==> src/rtl/trace_record_downsizer_if.sv <==
// rtl/trace_record_downsizer_if.sv - wide record input stream and narrow beat output stream
interface trace_record_downsizer_if;
    logic         input_axis_tvalid;
    logic         input_axis_tready;
    logic [127:0] input_axis_tdata;
    logic         output_axis_tvalid;
    logic         output_axis_tready;
    logic [31:0]  output_axis_tdata;
    logic         output_axis_tlast;

    modport slave (
        input  input_axis_tvalid,
        input  input_axis_tdata,
        output input_axis_tready,
        output output_axis_tvalid,
        output output_axis_tdata,
        output output_axis_tlast,
        input  output_axis_tready
    );

    modport master (
        output input_axis_tvalid,
        output input_axis_tdata,
        input  input_axis_tready,
        input  output_axis_tvalid,
        input  output_axis_tdata,
        input  output_axis_tlast,
        output output_axis_tready
    );
endinterface

==> src/rtl/trace_record_downsizer.sv <==
// rtl/trace_record_downsizer.sv - record FIFO plus 128-to-32 serializer, LS word first
// Optional overflow-marked record counter enabled by defining TRACE_OVERFLOW_COUNT_EN.
module trace_record_downsizer #(
    parameter int DEPTH = 16,
    localparam int AW = $clog2(DEPTH)
) (
    input  logic                    aclk,
    input  logic                    aresetn,
    trace_record_downsizer_if.slave bus,
    output logic [AW:0]             fifo_level,
    output logic [31:0]             overflow_count
);
    typedef enum logic {ST_IDLE, ST_SEND} state_t;

    state_t        state_q, state_d;
    logic [1:0]    beat_q, beat_d;
    logic [127:0]  shadow_q, shadow_d;
    logic [AW:0]   wptr_q, wptr_d;
    logic [AW:0]   rptr_q, rptr_d;
    logic [AW:0]   level_q, level_d;
    logic [127:0]  mem_q [DEPTH];

    logic full, empty, push, pop;

    assign full  = (wptr_q[AW-1:0] == rptr_q[AW-1:0]) && (wptr_q[AW] != rptr_q[AW]);
    assign empty = (wptr_q == rptr_q);
    assign push  = bus.input_axis_tvalid && !full;

    assign bus.input_axis_tready  = !full;
    assign bus.output_axis_tvalid = (state_q == ST_SEND);
    assign bus.output_axis_tdata  = shadow_q[{beat_q, 5'd0} +: 32];
    assign bus.output_axis_tlast  = (state_q == ST_SEND) && (beat_q == 2'd3);
    assign fifo_level             = level_q;

    always_comb begin
        state_d  = state_q;
        beat_d   = beat_q;
        shadow_d = shadow_q;
        pop      = 1'b0;
        case (state_q)
            ST_IDLE: begin
                if (!empty) begin
                    pop      = 1'b1;
                    shadow_d = mem_q[rptr_q[AW-1:0]];
                    beat_d   = 2'd0;
                    state_d  = ST_SEND;
                end
            end
            ST_SEND: begin
                if (bus.output_axis_tready) begin
                    if (beat_q != 2'd3) begin
                        beat_d = beat_q + 2'd1;
                    end else if (!empty) begin
                        // Chain straight into the next record so beats stay gapless.
                        pop      = 1'b1;
                        shadow_d = mem_q[rptr_q[AW-1:0]];
                        beat_d   = 2'd0;
                    end else begin
                        state_d = ST_IDLE;
                    end
                end
            end
            default: state_d = ST_IDLE;
        endcase
    end

    assign wptr_d  = wptr_q + {{AW{1'b0}}, push};
    assign rptr_d  = rptr_q + {{AW{1'b0}}, pop};
    assign level_d = wptr_d - rptr_d;

    always_ff @(posedge aclk) begin
        if (!aresetn) begin
            state_q  <= ST_IDLE;
            beat_q   <= 2'd0;
            shadow_q <= '0;
            wptr_q   <= '0;
            rptr_q   <= '0;
            level_q  <= '0;
        end else begin
            state_q  <= state_d;
            beat_q   <= beat_d;
            shadow_q <= shadow_d;
            wptr_q   <= wptr_d;
            rptr_q   <= rptr_d;
            level_q  <= level_d;
        end
    end

    always_ff @(posedge aclk) begin
        if (push) begin
            mem_q[wptr_q[AW-1:0]] <= bus.input_axis_tdata;
        end
    end

`ifdef TRACE_OVERFLOW_COUNT_EN
    logic [31:0] ovf_cnt_q;

    always_ff @(posedge aclk) begin
        if (!aresetn) begin
            ovf_cnt_q <= '0;
        end else if (push && bus.input_axis_tdata[31] && (ovf_cnt_q != 32'hFFFF_FFFF)) begin
            ovf_cnt_q <= ovf_cnt_q + 32'd1;
        end
    end

    assign overflow_count = ovf_cnt_q;
`else
    assign overflow_count = 32'h0;
`endif
endmodule

==> src/flat_wrapper.sv <==
// flat-port wrapper written by rule: the top's interface ports become plain ports
module trace_record_downsizer_flat 
#(
    parameter int DEPTH = 16,
    localparam int AW = $clog2(DEPTH)
)
  (aclk, aresetn, fifo_level, overflow_count, bus_input_axis_tvalid, bus_input_axis_tdata, bus_input_axis_tready, bus_output_axis_tvalid, bus_output_axis_tdata, bus_output_axis_tlast, bus_output_axis_tready);
  trace_record_downsizer_if bus_i ();
  input  logic aclk;
  input  logic aresetn;
  output logic [AW:0] fifo_level;
  output logic [31:0] overflow_count;
  input wire logic [$bits(bus_i.input_axis_tvalid)-1:0] bus_input_axis_tvalid;
  input wire logic [$bits(bus_i.input_axis_tdata)-1:0] bus_input_axis_tdata;
  output wire logic [$bits(bus_i.input_axis_tready)-1:0] bus_input_axis_tready;
  output wire logic [$bits(bus_i.output_axis_tvalid)-1:0] bus_output_axis_tvalid;
  output wire logic [$bits(bus_i.output_axis_tdata)-1:0] bus_output_axis_tdata;
  output wire logic [$bits(bus_i.output_axis_tlast)-1:0] bus_output_axis_tlast;
  input wire logic [$bits(bus_i.output_axis_tready)-1:0] bus_output_axis_tready;
  assign bus_i.input_axis_tvalid = bus_input_axis_tvalid;
  assign bus_i.input_axis_tdata = bus_input_axis_tdata;
  assign bus_input_axis_tready = bus_i.input_axis_tready;
  assign bus_output_axis_tvalid = bus_i.output_axis_tvalid;
  assign bus_output_axis_tdata = bus_i.output_axis_tdata;
  assign bus_output_axis_tlast = bus_i.output_axis_tlast;
  assign bus_i.output_axis_tready = bus_output_axis_tready;
  trace_record_downsizer #(.DEPTH(DEPTH)) u_core (.aclk(aclk), .aresetn(aresetn), .bus(bus_i), .fifo_level(fifo_level), .overflow_count(overflow_count));
endmodule
==> config.mk <==
export PLATFORM = sky130hd
export DESIGN_NAME = trace_record_downsizer_flat
export DESIGN_NICKNAME = d
export VERILOG_FILES = /design/src/rtl/trace_record_downsizer_if.sv /design/src/rtl/trace_record_downsizer.sv /design/src/flat_wrapper.sv
export SDC_FILE = /design/constraint.sdc
export NUM_CORES = 2
export LEC_CHECK = 0
export CAP_MARGIN = 20
export CORE_MARGIN = 2
export CORE_UTILIZATION = 35
export CTS_BUF_LIST = sky130_fd_sc_hd__clkbuf_8
export CTS_CLUSTER_DIAMETER = 100
export CTS_CLUSTER_SIZE = 12
export DETAILED_ROUTE_END_ITERATION = 8
export GPL_ROUTABILITY_DRIVEN = 0
export GPL_TIMING_DRIVEN = 0
export PLACE_DENSITY = 0.48
export SETUP_SLACK_MARGIN = 0.15
export SYNTH_ARGS = -nofsm -noshare
export SYNTH_HDL_FRONTEND = slang
export SYNTH_SLANG_ARGS = --single-unit
==> constraint.sdc <==
create_clock -name aclk -period 14.85 [get_ports aclk]
set_clock_uncertainty 0.1 [all_clocks]
set_input_delay 1.485 -clock aclk [delete_from_list [all_inputs] [get_ports aclk]]
set_output_delay 1.485 -clock aclk [all_outputs]
set_load 0.02 [all_outputs]
-- Yosys cells after proc, flatten, opt, wreduce, memory -nomap -nowiden
Memory sizes are Yosys's and may differ from the RTL's. A register that Yosys moved wholly into a read port is not among the register bits.
Index checks and enable logic that the tools add are counted.
- bits in registers: 146
- memory bits (writable): 2048
- input port bits: 132
- output and inout port bits: 72
- word-level logic and storage cells: 43
- memories: 1
- memory list (memory ; depth ; width ; read ports ; clocked after Yosys merged registers in ; write ports ; line ; RTL):
    u_core.mem_q ; 16 ; 128 ; 1 ; 1 ; 1 ; trace_record_downsizer.sv:21 ; logic [127:0] mem_q [DEPTH];
- $add $sub $neg: 4
- eq/ne operators: 7
- shift-type cells: 1
- muxes and demuxes: 18
- bitwise logic cells: 1
- reductions and logical operators: 5
- operator list (operator ; number):
    $mux W128 ; 3
    $pmux W128 S2 ; 1
    $shiftx A128 B8 Y32 ; 1
    $add A5 B1 Y5 ; 2
    $mux W1 ; 7
    $mux W2 ; 3
    $ne A2 B2 Y1 const B ; 3
    $eq A5 B5 Y1 ; 1
    $sub A5 B5 Y5 ; 1
    $eq A4 B4 Y1 ; 1
    $mux W4 ; 1
    $pmux W1 S2 ; 2
    $pmux W2 S2 ; 1
    $logic_and A1 B1 Y1 ; 3
    $add A2 B1 Y2 const B ; 1
    $eq A2 B2 Y1 const B ; 1
    $reduce_and A2 Y1 ; 1
    $logic_not A1 Y1 ; 1
    $ne A1 B1 Y1 ; 1
    $not A1 Y1 ; 1

-- Depth between registers and ports, before layout
- depth in word-level cells: 7
- depth in mapped cells: 14

-- Least setup slack after synthesis
OpenSTA, ideal clock, no wires.
- path kind: input -> register
- start point: input port bus_input_axis_tvalid
- end point: memory u_core.mem_q[4][0] (enable)
- setup time: 0.773 ns
- arrival time: 10.592 ns
- data required time: 13.977 ns
- setup slack: 3.386 ns
- stages: 3
- buffers on the path: 0
- cell sequence: a21boi_1 nand3b_1 nor3_1
- word-level cells in the longest chain between the ends: 3
- ends and longest elaborated chain (element ; line ; RTL):
    start: declaration ; flat_wrapper.sv:13 ; input wire logic [$bits(bus_i.input_axis_tvalid)-1:0] bus_input_axis_tvalid;
    $logic_and A1 B1 Y1 ; trace_record_downsizer.sv:27 ; assign push = bus.input_axis_tvalid && !full;
    $mux W1 ; trace_record_downsizer.sv:90 ; if (push) begin
    $mux W1 (not written as such) ; trace_record_downsizer.sv:91 ; mem_q[wptr_q[AW-1:0]] <= bus.input_axis_tdata;
    end: declaration ; trace_record_downsizer.sv:21 ;
No other way between the ends.

-- Final worst setup path
- start point: register u_core.beat_q[0]
- end point: output port bus_output_axis_tdata[31]
- word-level cells in the longest chain between the ends: 1
- ends and longest elaborated chain (element ; line ; RTL):
    start: declaration ; trace_record_downsizer.sv:16 ; logic [1:0] beat_q, beat_d;
    start signal: assignment ; trace_record_downsizer.sv:81 ; beat_q <= beat_d;
    $shiftx A128 B8 Y32 ; trace_record_downsizer.sv:31 ; assign bus.output_axis_tdata = shadow_q[{beat_q, 5'd0} +: 32];
    end: declaration ; flat_wrapper.sv:17 ; output wire logic [$bits(bus_i.output_axis_tdata)-1:0] bus_output_axis_tdata;
No other way between the ends.

==> results.txt <==
The initial antenna violation count was 20; the max-slew violation total from the final report was 0. The logs give 7711 for the total placed cells including tap cells and 85260 um^2 for the netlist area before placement. TritonCTS built the clock tree.

For this run the aggregate overflow at the end of global routing stands at 0. By count the netlist is led by 2048 x sky130_fd_sc_hd__edfxtp_1, 265 x sky130_fd_sc_hd__mux4_1, 259 x sky130_fd_sc_hd__a21oi_1. The clock-pin slew on the worst setup and hold paths is 0.08 ns. For this design, the sink count on the clock tree is 2194. Entering global routing, the biggest net connects 26 pins. Setup violations remaining at the end of the flow were counted as 0.

The worst slew margin relative to its limit is 0.2621. In this run the power density over the cells is 135.1 nW/um^2. The H-tree was split into 4 levels.

The floorplan step set the die width to 497.6 um. The flow ran to the end, and the final reports show no timing, DRC or antenna violations. The logs give 201 for the CTS buffer count and 0 ns for the total negative slack for setup checks. The number of cells upsized or downsized after cts is 0.

The clock passes through at most 3 buffers. The finished layout holds 7995 standard cells, fillers aside. Effective utilization at floorplan: 0.3512. The netlist uses 44 different library cells.

In this run the standard cell core region covers 242800 um^2. The tools report the type of element capturing the critical path as an output pin. The wire length of the first global-routing pass is 337000 um, and the synthesis-to-layout area growth is 13.80%. The portion of the clock cycle consumed by the worst path in the final layout works out to 0.3561. In this run the core area contains 181 standard-cell rows. The tools report the total setup buffers inserted after CTS as 0. The share of final-layout standard cells stronger than drive strength 1 came out at 0.1737. The fraction of post-synthesis cell area in the top cell type by area was 0.7213; the first-iteration detailed-routing DRC count was 3750. The wire length per cell after detailed routing came out at 30.17 um. Most common cell in the synthesized netlist: sky130_fd_sc_hd__edfxtp_1. In this run the mean area of a mapped cell was 20.49 um^2. The tools report the HPWL reported at the end of detailed placement as 162600 um. The logs give 241200 um for the post-detailed-routing wire length and 0 for the remaining number of nets flagged by the antenna check after routing. STA classifies the critical path startpoint as a flop. The run gives 0 as the number of remaining DRC errors. Setup repair after global routing left no endpoint under its margin. The logs give 13.10 mW for the final total power and 5 for the detailed-routing iteration count for the pre-antenna-repair pass. In this run the worst path has a maximum fanout of 10. Subtracting the final worst setup slack from the clock period gives 5.289 ns.

The leakage power total was 29.98 nW. The post-synthesis async set-or-reset flop share was 0. The logs give 42590 for the number of global-route vias before repair and 0.09336 mV for the highest ir drop seen on vdd. The number of failing hold endpoints at the final stage is 0, and the final net count is 4854. Static timing analysis puts the maximum clock frequency at 189.1 MHz. Final core utilization: 0.3997.

Ranked by total cell area, the synthesized netlist is headed by sky130_fd_sc_hd__edfxtp_1 72%, sky130_fd_sc_hd__mux4_1 8.2%, sky130_fd_sc_hd__mux4_2 4.0%. The synthesized design spends more area on one cell type than any other, namely sky130_fd_sc_hd__edfxtp_1. The total of flip-flops plus latches after synthesis was 2194; the synthesized netlist cell count was 4161.

The register area share after synthesis was 0.7556; the total global routing track utilization was 0.1914. Detailed routing inserted a total of 42320 vias. Kind of path behind the tightest hold check: flop to flop. The die covers 247600 um^2.

During synthesis, Yosys emitted a total of 0 warnings. The hold buffer count at CTS was 0. Across all hold checks on the routed design, the worst slack comes to 0.4351 ns.

204 I/O pins were placed. The synthesized design contains 2048 enable-type register cells. Data arrival time of the critical path: 3.70 ns. The count of maximum capacitance violations came out at 0.

Among all flip-flop cells after synthesis, the most frequent one is sky130_fd_sc_hd__edfxtp_1. The count of filler cells inserted in the layout is 21790. The worst-margin pin slew is 1.079 ns. The count of buffers added on input and output ports is 170. In this run the vertical extent of the chip is 497.6 um. The setup path with the least slack is of type flop to output pin. The tree is rooted in a sky130_fd_sc_hd__clkbuf_8. The clock latency at the later pin of the worst-skew pair came out at 0.98 ns. Data on the critical path is required at its endpoint by 13.27 ns. The number of vias per cell is 5.293.
## cell usage in the layout (no fill, tap or decap), drive strengths merged, types with 2 or more instances in the layout
master,netlist,layout
a2111oi,128,128
a211oi,128,128
a21boi,2,2
a21o,2,2
a21oi,260,260
and2,9,9
buf,177,324
clkbuf,124,329
clkdlybuf4s50,0,170
clkinv,0,4
clkinvlp,0,2
conb,1,32
dfxtp,146,146
diode,0,9
dlygate4sd1,2,2
edfxtp,2048,2048
ha,9,9
inv,6,69
mux2,128,128
mux2i,128,128
mux4,416,416
nand2,6,6
nand2b,2,2
nand3,5,5
nand3b,3,3
nor2,141,141
nor2b,136,136
nor3,4,4
o21ai,128,128
xnor2,6,6
xor2,9,9
## stage by stage
stage	worst slack [ns]	cell area, um^2
2_1_floorplan	3.386	85380
3_3_place_gp	-10.46	91080
3_5_place_dp	9.206	93810
4_1_cts	9.424	97000
5_1_grt	9.324	97020
6_report	9.561	97020
## area by class of cell
| type | instances | area, um^2 | share of cell area |
|---|---|---|---|
| sequential | 2194 | 64420 | 0.6640 |
| multi-input combinational | 1689 | 19250 | 0.1984 |
| timing repair buffer | 317 | 4313 | 0.04445 |
| tap | 3202 | 4006 | 0.04129 |
| clock buffer | 205 | 2821 | 0.02908 |
| buffer | 303 | 1799 | 0.01854 |
| clock inverter | 70 | 369.1 | 0.003804 |
| inverter | 6 | 22.52 | 0.0002321 |
| antenna | 9 | 22.52 | 0.0002321 |
## where the power goes
group	total, mW	internal (mW)	leakage, nW	switching (mW)
logic	2.58	0.985	8.42	1.60
clock network	3.30	1.28	1.84	2.02
registers	7.22	7.00	19.7	0.221
## cell families after synthesis
group                      Yosys count  synth area share
AOI/OAI and AO/OA                  649           0.04767
xor gates and xnor gates            16          0.001805
adders and majority gates           10          0.001556
buffers and inverters              309           0.02131
DFF                               2194            0.7556
muxes                              672            0.1535
other                                1        0.00004398
and+or+nand+nor                    310           0.01853
## final timing paths
check                           depth (start not counted)                               end                              from  slack, ns
worst min-delay path                                    2  u_core.shadow_q[48]$_SDFFE_PN0P_  u_core.shadow_q[48]$_SDFFE_PN0P_       0.44
worst min register to register                          2  u_core.shadow_q[48]$_SDFFE_PN0P_  u_core.shadow_q[48]$_SDFFE_PN0P_       0.44
worst max register to register                         14   u_core.fifo_level[4]$_SDFF_PN0_       u_core.rptr_q[3]$_SDFF_PN0_      10.48
worst max-delay path                                    5         bus_output_axis_tdata[31]     u_core.beat_q[0]$_SDFFE_PN0P_       9.56
## sequential cells by signal, indices dropped and copies added, names as in the netlist
register,flops
u_core.mem_q,2048
u_core.shadow_q,128
u_core.fifo_level,5
u_core.rptr_q,5
u_core.wptr_q,5
u_core.beat_q,2
u_core.bus.output_axis_tvalid,1
## critical path, cell delays in order, from the launching register on
cell	delay, ns
sky130_fd_sc_hd__dfxtp_1	0.34
sky130_fd_sc_hd__clkbuf_1	0.33
sky130_fd_sc_hd__buf_1	0.56
sky130_fd_sc_hd__buf_2	0.39
sky130_fd_sc_hd__mux4_2	0.49
sky130_fd_sc_hd__clkdlybuf4s50_1	0.59
## routing by layer
layer | vias up | GRT usage | routed length (um)
met1 | 22580 | 0.2654 | 106700
met4 | 12 | 0.04268 | 4681
met3 | 261 | 0.02856 | 11320
met2 | 1151 | 0.3190 | 118400
met5 | - | 0 | 78
li1 | 18310 | - | -
Power figures use the tool's default switching activity.
